===== src/rtl/csi2_lane_delay_cal.sv =====
// csi2_lane_delay_cal: per-lane IDELAY tap sweep for the CSI2 receive path.
// Each lane is swept through taps 0..31. A tap is scored bad if any header/CRC
// error pulse is seen while frames are observed, or if frames stop arriving.
// The lane is then parked at the centre of its widest error-free run of taps.
module csi2_lane_delay_cal #(
    parameter int DATA_LANES     = 2,
    parameter int INIT_TAP       = 16,
    parameter int SETTLE_CYCLES  = 1024,
    parameter int WINDOW_FRAMES  = 2,
    parameter int TIMEOUT_CYCLES = 2**22
) (
    input  logic                         clk_i,
    input  logic                         rst_i,
    input  logic                         start_i,
    input  logic                         frame_start_i,
    input  logic                         header_err_i,
    input  logic                         corr_header_err_i,
    input  logic                         crc_err_i,
    output logic                         delay_act_o,
    output logic [DATA_LANES-1:0][4:0]   lane_delay_o,
    output logic [DATA_LANES-1:0][5:0]   eye_width_o,
    output logic                         busy_o,
    output logic                         done_o,
    output logic                         fail_o
);

    // One counter serves both the settle wait and the frame timeout.
    localparam int CNT_MAX = (SETTLE_CYCLES > TIMEOUT_CYCLES) ? SETTLE_CYCLES : TIMEOUT_CYCLES;
    localparam int CW      = $clog2(CNT_MAX + 1);
    localparam int LW      = (DATA_LANES > 1) ? $clog2(DATA_LANES) : 1;
    localparam int FW      = $clog2(WINDOW_FRAMES + 1);

    localparam logic [CW-1:0] SETTLE_LAST  = CW'(SETTLE_CYCLES - 1);
    localparam logic [CW-1:0] TIMEOUT_LAST = CW'(TIMEOUT_CYCLES - 1);
    localparam logic [FW-1:0] WIN_LAST     = FW'(WINDOW_FRAMES - 1);
    localparam logic [LW-1:0] LANE_LAST    = LW'(DATA_LANES - 1);
    localparam logic [4:0]    INIT5        = 5'(INIT_TAP);

    typedef enum logic [3:0] {
        S_INIT, S_IDLE, S_LOAD, S_SETTLE, S_SYNC, S_OBSERVE, S_EVAL, S_APPLY, S_DONE
    } state_t;

    state_t          state;
    logic [4:0]      tap;
    logic [LW-1:0]   lane;
    logic [CW-1:0]   cnt;
    logic [FW-1:0]   frames;
    logic            bad;
    logic [5:0]      run_len;
    logic [4:0]      run_start;
    logic [5:0]      best_len;
    logic [4:0]      best_start;
    logic            fail_acc;

    logic            err_any;
    logic [5:0]      run_next;
    logic [4:0]      centre;

    // A corrected header error still means the sampling point is marginal.
    assign err_any  = header_err_i | corr_header_err_i | crc_err_i;
    assign run_next = run_len + 6'd1;
    // best_start + best_len <= 32, so the centre always fits in 5 bits.
    assign centre   = best_start + best_len[5:1];

    // Calibration sequencer; all outputs registered.
    always_ff @(posedge clk_i) begin
        if (rst_i) begin
            state        <= S_INIT;
            tap          <= '0;
            lane         <= '0;
            cnt          <= '0;
            frames       <= '0;
            bad          <= 1'b0;
            run_len      <= '0;
            run_start    <= '0;
            best_len     <= '0;
            best_start   <= '0;
            fail_acc     <= 1'b0;
            delay_act_o  <= 1'b0;
            lane_delay_o <= {DATA_LANES{INIT5}};
            eye_width_o  <= '0;
            busy_o       <= 1'b0;
            done_o       <= 1'b0;
            fail_o       <= 1'b0;
        end else begin
            delay_act_o <= 1'b0;
            case (state)
                S_INIT: begin
                    delay_act_o <= 1'b1;
                    state       <= S_IDLE;
                end
                S_IDLE: begin
                    if (start_i) begin
                        lane         <= '0;
                        tap          <= '0;
                        done_o       <= 1'b0;
                        fail_o       <= 1'b0;
                        fail_acc     <= 1'b0;
                        eye_width_o  <= '0;
                        run_len      <= '0;
                        run_start    <= '0;
                        best_len     <= '0;
                        best_start   <= '0;
                        lane_delay_o <= {DATA_LANES{INIT5}};
                        busy_o       <= 1'b1;
                        state        <= S_LOAD;
                    end
                end
                S_LOAD: begin
                    lane_delay_o[lane] <= tap;
                    delay_act_o        <= 1'b1;
                    cnt                <= '0;
                    bad                <= 1'b0;
                    state              <= S_SETTLE;
                end
                S_SETTLE: begin
                    if (cnt == SETTLE_LAST) begin
                        cnt   <= '0;
                        state <= S_SYNC;
                    end else begin
                        cnt <= cnt + CW'(1);
                    end
                end
                S_SYNC: begin
                    // Errors here belong to a partial frame and are ignored.
                    if (frame_start_i) begin
                        cnt    <= '0;
                        frames <= '0;
                        state  <= S_OBSERVE;
                    end else if (cnt == TIMEOUT_LAST) begin
                        bad   <= 1'b1;
                        state <= S_EVAL;
                    end else begin
                        cnt <= cnt + CW'(1);
                    end
                end
                S_OBSERVE: begin
                    if (err_any) bad <= 1'b1;
                    if (frame_start_i) begin
                        cnt <= '0;
                        if (frames == WIN_LAST) state <= S_EVAL;
                        else                    frames <= frames + FW'(1);
                    end else if (cnt == TIMEOUT_LAST) begin
                        bad   <= 1'b1;
                        state <= S_EVAL;
                    end else begin
                        cnt <= cnt + CW'(1);
                    end
                end
                S_EVAL: begin
                    if (!bad) begin
                        if (run_len == 6'd0) run_start <= tap;
                        run_len <= run_next;
                        // Strictly greater: on a tie the earlier run wins.
                        if (run_next > best_len) begin
                            best_len   <= run_next;
                            best_start <= (run_len == 6'd0) ? tap : run_start;
                        end
                    end else begin
                        run_len <= '0;
                    end
                    if (tap == 5'd31) begin
                        state <= S_APPLY;
                    end else begin
                        tap   <= tap + 5'd1;
                        state <= S_LOAD;
                    end
                end
                S_APPLY: begin
                    if (best_len == 6'd0) begin
                        lane_delay_o[lane] <= INIT5;
                        fail_acc           <= 1'b1;
                    end else begin
                        lane_delay_o[lane] <= centre;
                    end
                    eye_width_o[lane] <= best_len;
                    delay_act_o       <= 1'b1;
                    run_len           <= '0;
                    run_start         <= '0;
                    best_len          <= '0;
                    best_start        <= '0;
                    if (lane == LANE_LAST) begin
                        state <= S_DONE;
                    end else begin
                        lane  <= lane + LW'(1);
                        tap   <= '0;
                        state <= S_LOAD;
                    end
                end
                S_DONE: begin
                    busy_o <= 1'b0;
                    done_o <= 1'b1;
                    fail_o <= fail_acc;
                    state  <= S_IDLE;
                end
                default: state <= S_INIT;
            endcase
        end
    end

endmodule

===== config.mk =====
export PLATFORM = sky130hd
export DESIGN_NAME = csi2_lane_delay_cal
export DESIGN_NICKNAME = d
export VERILOG_FILES = /design/src/rtl/csi2_lane_delay_cal.sv
export SDC_FILE = /design/constraint.sdc
export NUM_CORES = 1
export LEC_CHECK = 0
export CORE_MARGIN = 4
export CORE_UTILIZATION = 55
export CTS_CLUSTER_DIAMETER = 50
export DETAILED_ROUTE_END_ITERATION = 8
export PLACE_DENSITY = 0.75
export SYNTH_ARGS = -nofsm -noshare
export SYNTH_HDL_FRONTEND = slang
export SYNTH_SLANG_ARGS = --single-unit

===== constraint.sdc =====
create_clock -name clk_i -period 3.02 [get_ports clk_i]
set_clock_uncertainty 0.1 [all_clocks]
set_input_delay 0.604 -clock clk_i [delete_from_list [all_inputs] [get_ports clk_i]]
set_output_delay 0.604 -clock clk_i [all_outputs]
set_load 0.02 [all_outputs]

==> results.md <==
* Antenna Cells at 0
* Slew headroom at 0.401
* Met3 routed wirelength at 618 um
* RSZ-0062 raised after global routing: false
* R2r worst-path depth at 10
* Capturing point of the worst reg2reg path: best_len[2]
* Most frequent cells in the layout: dfxtp_1 (85), nor2_1 (50), a21oi_1 (44)
* Gpl congestion at 0.889
* Largest net degree at the start of global routing at 65
* Detail Route Antenna Nets at 0
* CP endpoint kind: flop
* Residual DRC count at 0
* Met1 wire length at 5480 um
* Period utilization at 0.911
* Grt ovf at 0
* Synth Cell Area at 4710 sq um
* Starting density of the core at 0.571
* Die area at 10,100 sq um
* Number of fill cells at 725
* Initial detailed-routing violation count at 309
* Worst-path clk slew at 0.09 ns
* CP Class: flop to flop
* Core Region at 8260 sq um
* DR top layer: met4
* DRT Pass-1 Iters at 6
* Netlist cell types at 71
* Critical-path maximum fanout at 11
* Number of global-route vias before repair at 4,011
* Share of post-route cells with drive strength above 1 at 0.0948
* Global-route wire length before repair at 19,400 um
* Flip-flop and latch area at 1700 sq um
* Reg2reg start: run_len[0]
* Flop2flop setup slack at 0.27 ns
* Pins Over Slew Limit at 0
* Vias per Instance at 6.34
* Final setup fails at 0
* Final core occ at 0.647
* Cts hold-fix bufs at 0
* WL met2 at 5270 um
* Die Wd at 101 um
* Skew-Pair Late Insertion Delay at 0.36 ns
* Overall Global Routing Usage at 0.233
* Setup crit end: best_len[2]
* Commonest non-fill, non-tap cell in the layout: dfxtp_1
* Num ports at 33
* Rows at 33
* Pleak at 1.85 nW
* Final hold vios at 0
* CTS H-tree lvls at 3
* Main synth FF type: dfxtp_1
* Antenna violations before repair at 0
* TritonCTS clock tree: built
* Max-cap violations at 0
* Wire per inst at 16.8 um
* CTS Root Cell: clkbuf_8
* Post-DP HPWL at 8240 um
* Die Ht at 101 um
* NumNets Final at 599
* Worst Setup SP: run_len[0]
* Synth warn at 0
* Synthesized Nets at 573
* Crit path arrival time at 2.88 ns
* Fmax at 363 MHz
* Area Overhead vs Synth at 13.4%
* Max VDD drop at 278 uV
* Post-route total power at 2.51 mW
* Fin crit period at 2.75 ns
* Worst slew pin tran at 0.886 ns
* Vias post-DR at 4,345
* Post-synth EDFFs at 0
* Postcts setup bufs at 0
* Multi-input logic area at 2740 sq um
* Post-synth ARST share at 0
* Clk buf depth at 2
* Post-synthesis sequential area ratio at 0.361
* Outcome: complete, no violations
* Synthesized flop and latch total at 85
* Post_cts resized at 0
* Pwr/cell area at 469 nW/um^2
* CTS buffer count at 9
* CP required at 3.15 ns
* Hold path cells at 2
* Startpoint Class: flop
* Gate Count Post-Synth at 549
* Clock Sinks at 85
* Class of the most critical hold timing path: flop to flop
* Total Wirelength at 11,500 um
* Buffers on Ports at 32
* Setup TNS at 0 ns
* Synth Area per Inst at 8.59 sq um
[final cells by class]
type                    count  share of cell area
clock inverters             7              0.0180
repair buffers             50              0.0866
inverters                  24              0.0169
clock buffers               9              0.0232
multi-input cells         405               0.512
flip-flops and latches     85               0.318
well taps                 105              0.0246
[registers in the layout, summed over array words and instances (netlist names)]
signal	cells
state	4
done_o	1
frames	2
best_len	6
fail_o	1
run_len	6
tap	5
best_start	5
delay_act_o	1
busy_o	1
eye_width_o	12
run_start	5
fail_acc	1
bad	1
lane_delay_o	10
cnt	23
lane	1
[worst max-delay path, stage by stage, from the launching register on]
cell and delay (ns):
dfxtp_1 0.41, ha_1 0.25, nand3_1 0.11, xnor2_1 0.22, ha_1 0.29, a21oi_1 0.15, a21boi_0 0.12, o311a_1 0.47
buf_12 0.19, o2111ai_1 0.19, o41ai_1 0.12
[layer usage]
layer  vias to the layer above  global-route usage
met5                         -                   0
met4                         0              0.0580
met3                        12              0.0367
met2                       131               0.362
met1                      2067               0.339
li1                       2135                   -
[where the power goes]
group / switching [mW] / total [mW] / internal [mW]
registers: 0.0455 / 1.19 / 1.14
clock network: 0.435 / 0.906 / 0.470
logic: 0.247 / 0.413 / 0.166
[synthesized netlist by cell type, types with 5 or more instances]
| cell type | number | area share |
|---|---|---|
| or3_1 | 8 | 0.011 |
| o211ai_1 | 8 | 0.013 |
| nor4_1 | 7 | 0.0093 |
| nor2_1 | 50 | 0.040 |
| mux2i_1 | 5 | 0.011 |
| o31ai_1 | 13 | 0.021 |
| nor3_1 | 16 | 0.017 |
| ha_1 | 16 | 0.042 |
| xor2_1 | 7 | 0.013 |
| and4_1 | 5 | 0.0093 |
| dfxtp_1 | 85 | 0.36 |
| o41ai_1 | 8 | 0.015 |
| buf_2 | 5 | 0.0053 |
| a21oi_1 | 44 | 0.047 |
| xnor2_1 | 5 | 0.0093 |
| a22oi_1 | 19 | 0.030 |
| o21a_1 | 6 | 0.0096 |
| a32oi_1 | 6 | 0.011 |
| or4_1 | 6 | 0.0096 |
| a211oi_1 | 5 | 0.0080 |
| clkbuf_1 | 18 | 0.014 |
| nand3b_1 | 8 | 0.013 |
| nand4_1 | 12 | 0.016 |
| o21ai_0 | 16 | 0.017 |
| and3_1 | 11 | 0.015 |
| inv_1 | 24 | 0.019 |
| nand3_1 | 28 | 0.030 |
| nand2_1 | 25 | 0.020 |
[worst min path at each step]
stage / from / to / slack (ns)
final: lane_delay_o[5] / lane_delay_o[5] / 0.37
after global routing: best_start[0] / best_start[0] / 0.39
after CTS: best_start[4] / best_start[4] / 0.37
after detailed placement: best_start[4] / best_start[4] / 0.36
after global placement: best_start[0] / best_start[0] / 0.35
after floorplan: fail_acc / fail_o / 0.33
[through the flow]
stage	hold WS [ns]	worst slack [ns]	std cells	area (sq um)
after global routing	0.389	0.183	685	5350
after global placement	0.353	0.199	669	5120
final	0.371	0.269	685	5350
after floorplan	0.332	0.521	549	4710
after CTS	0.374	0.278	685	5350
after detailed placement	0.360	0.144	669	5120
[cells by family (layout without fill, tap and decap cells)]
logic type,count (synthesis),count (layout),share of synthesized area
AND/OR/NAND/NOR,209,209,0.251
AO/OA/AOI/OAI,160,160,0.242
flip-flops,85,85,0.361
buffers and inverters,59,90,0.0579
adder cells (fa/ha/maj),17,17,0.0467
XOR/XNOR,13,13,0.0281
multiplexers,6,6,0.0130
Note: power is estimated with default switching activity, not from simulation.
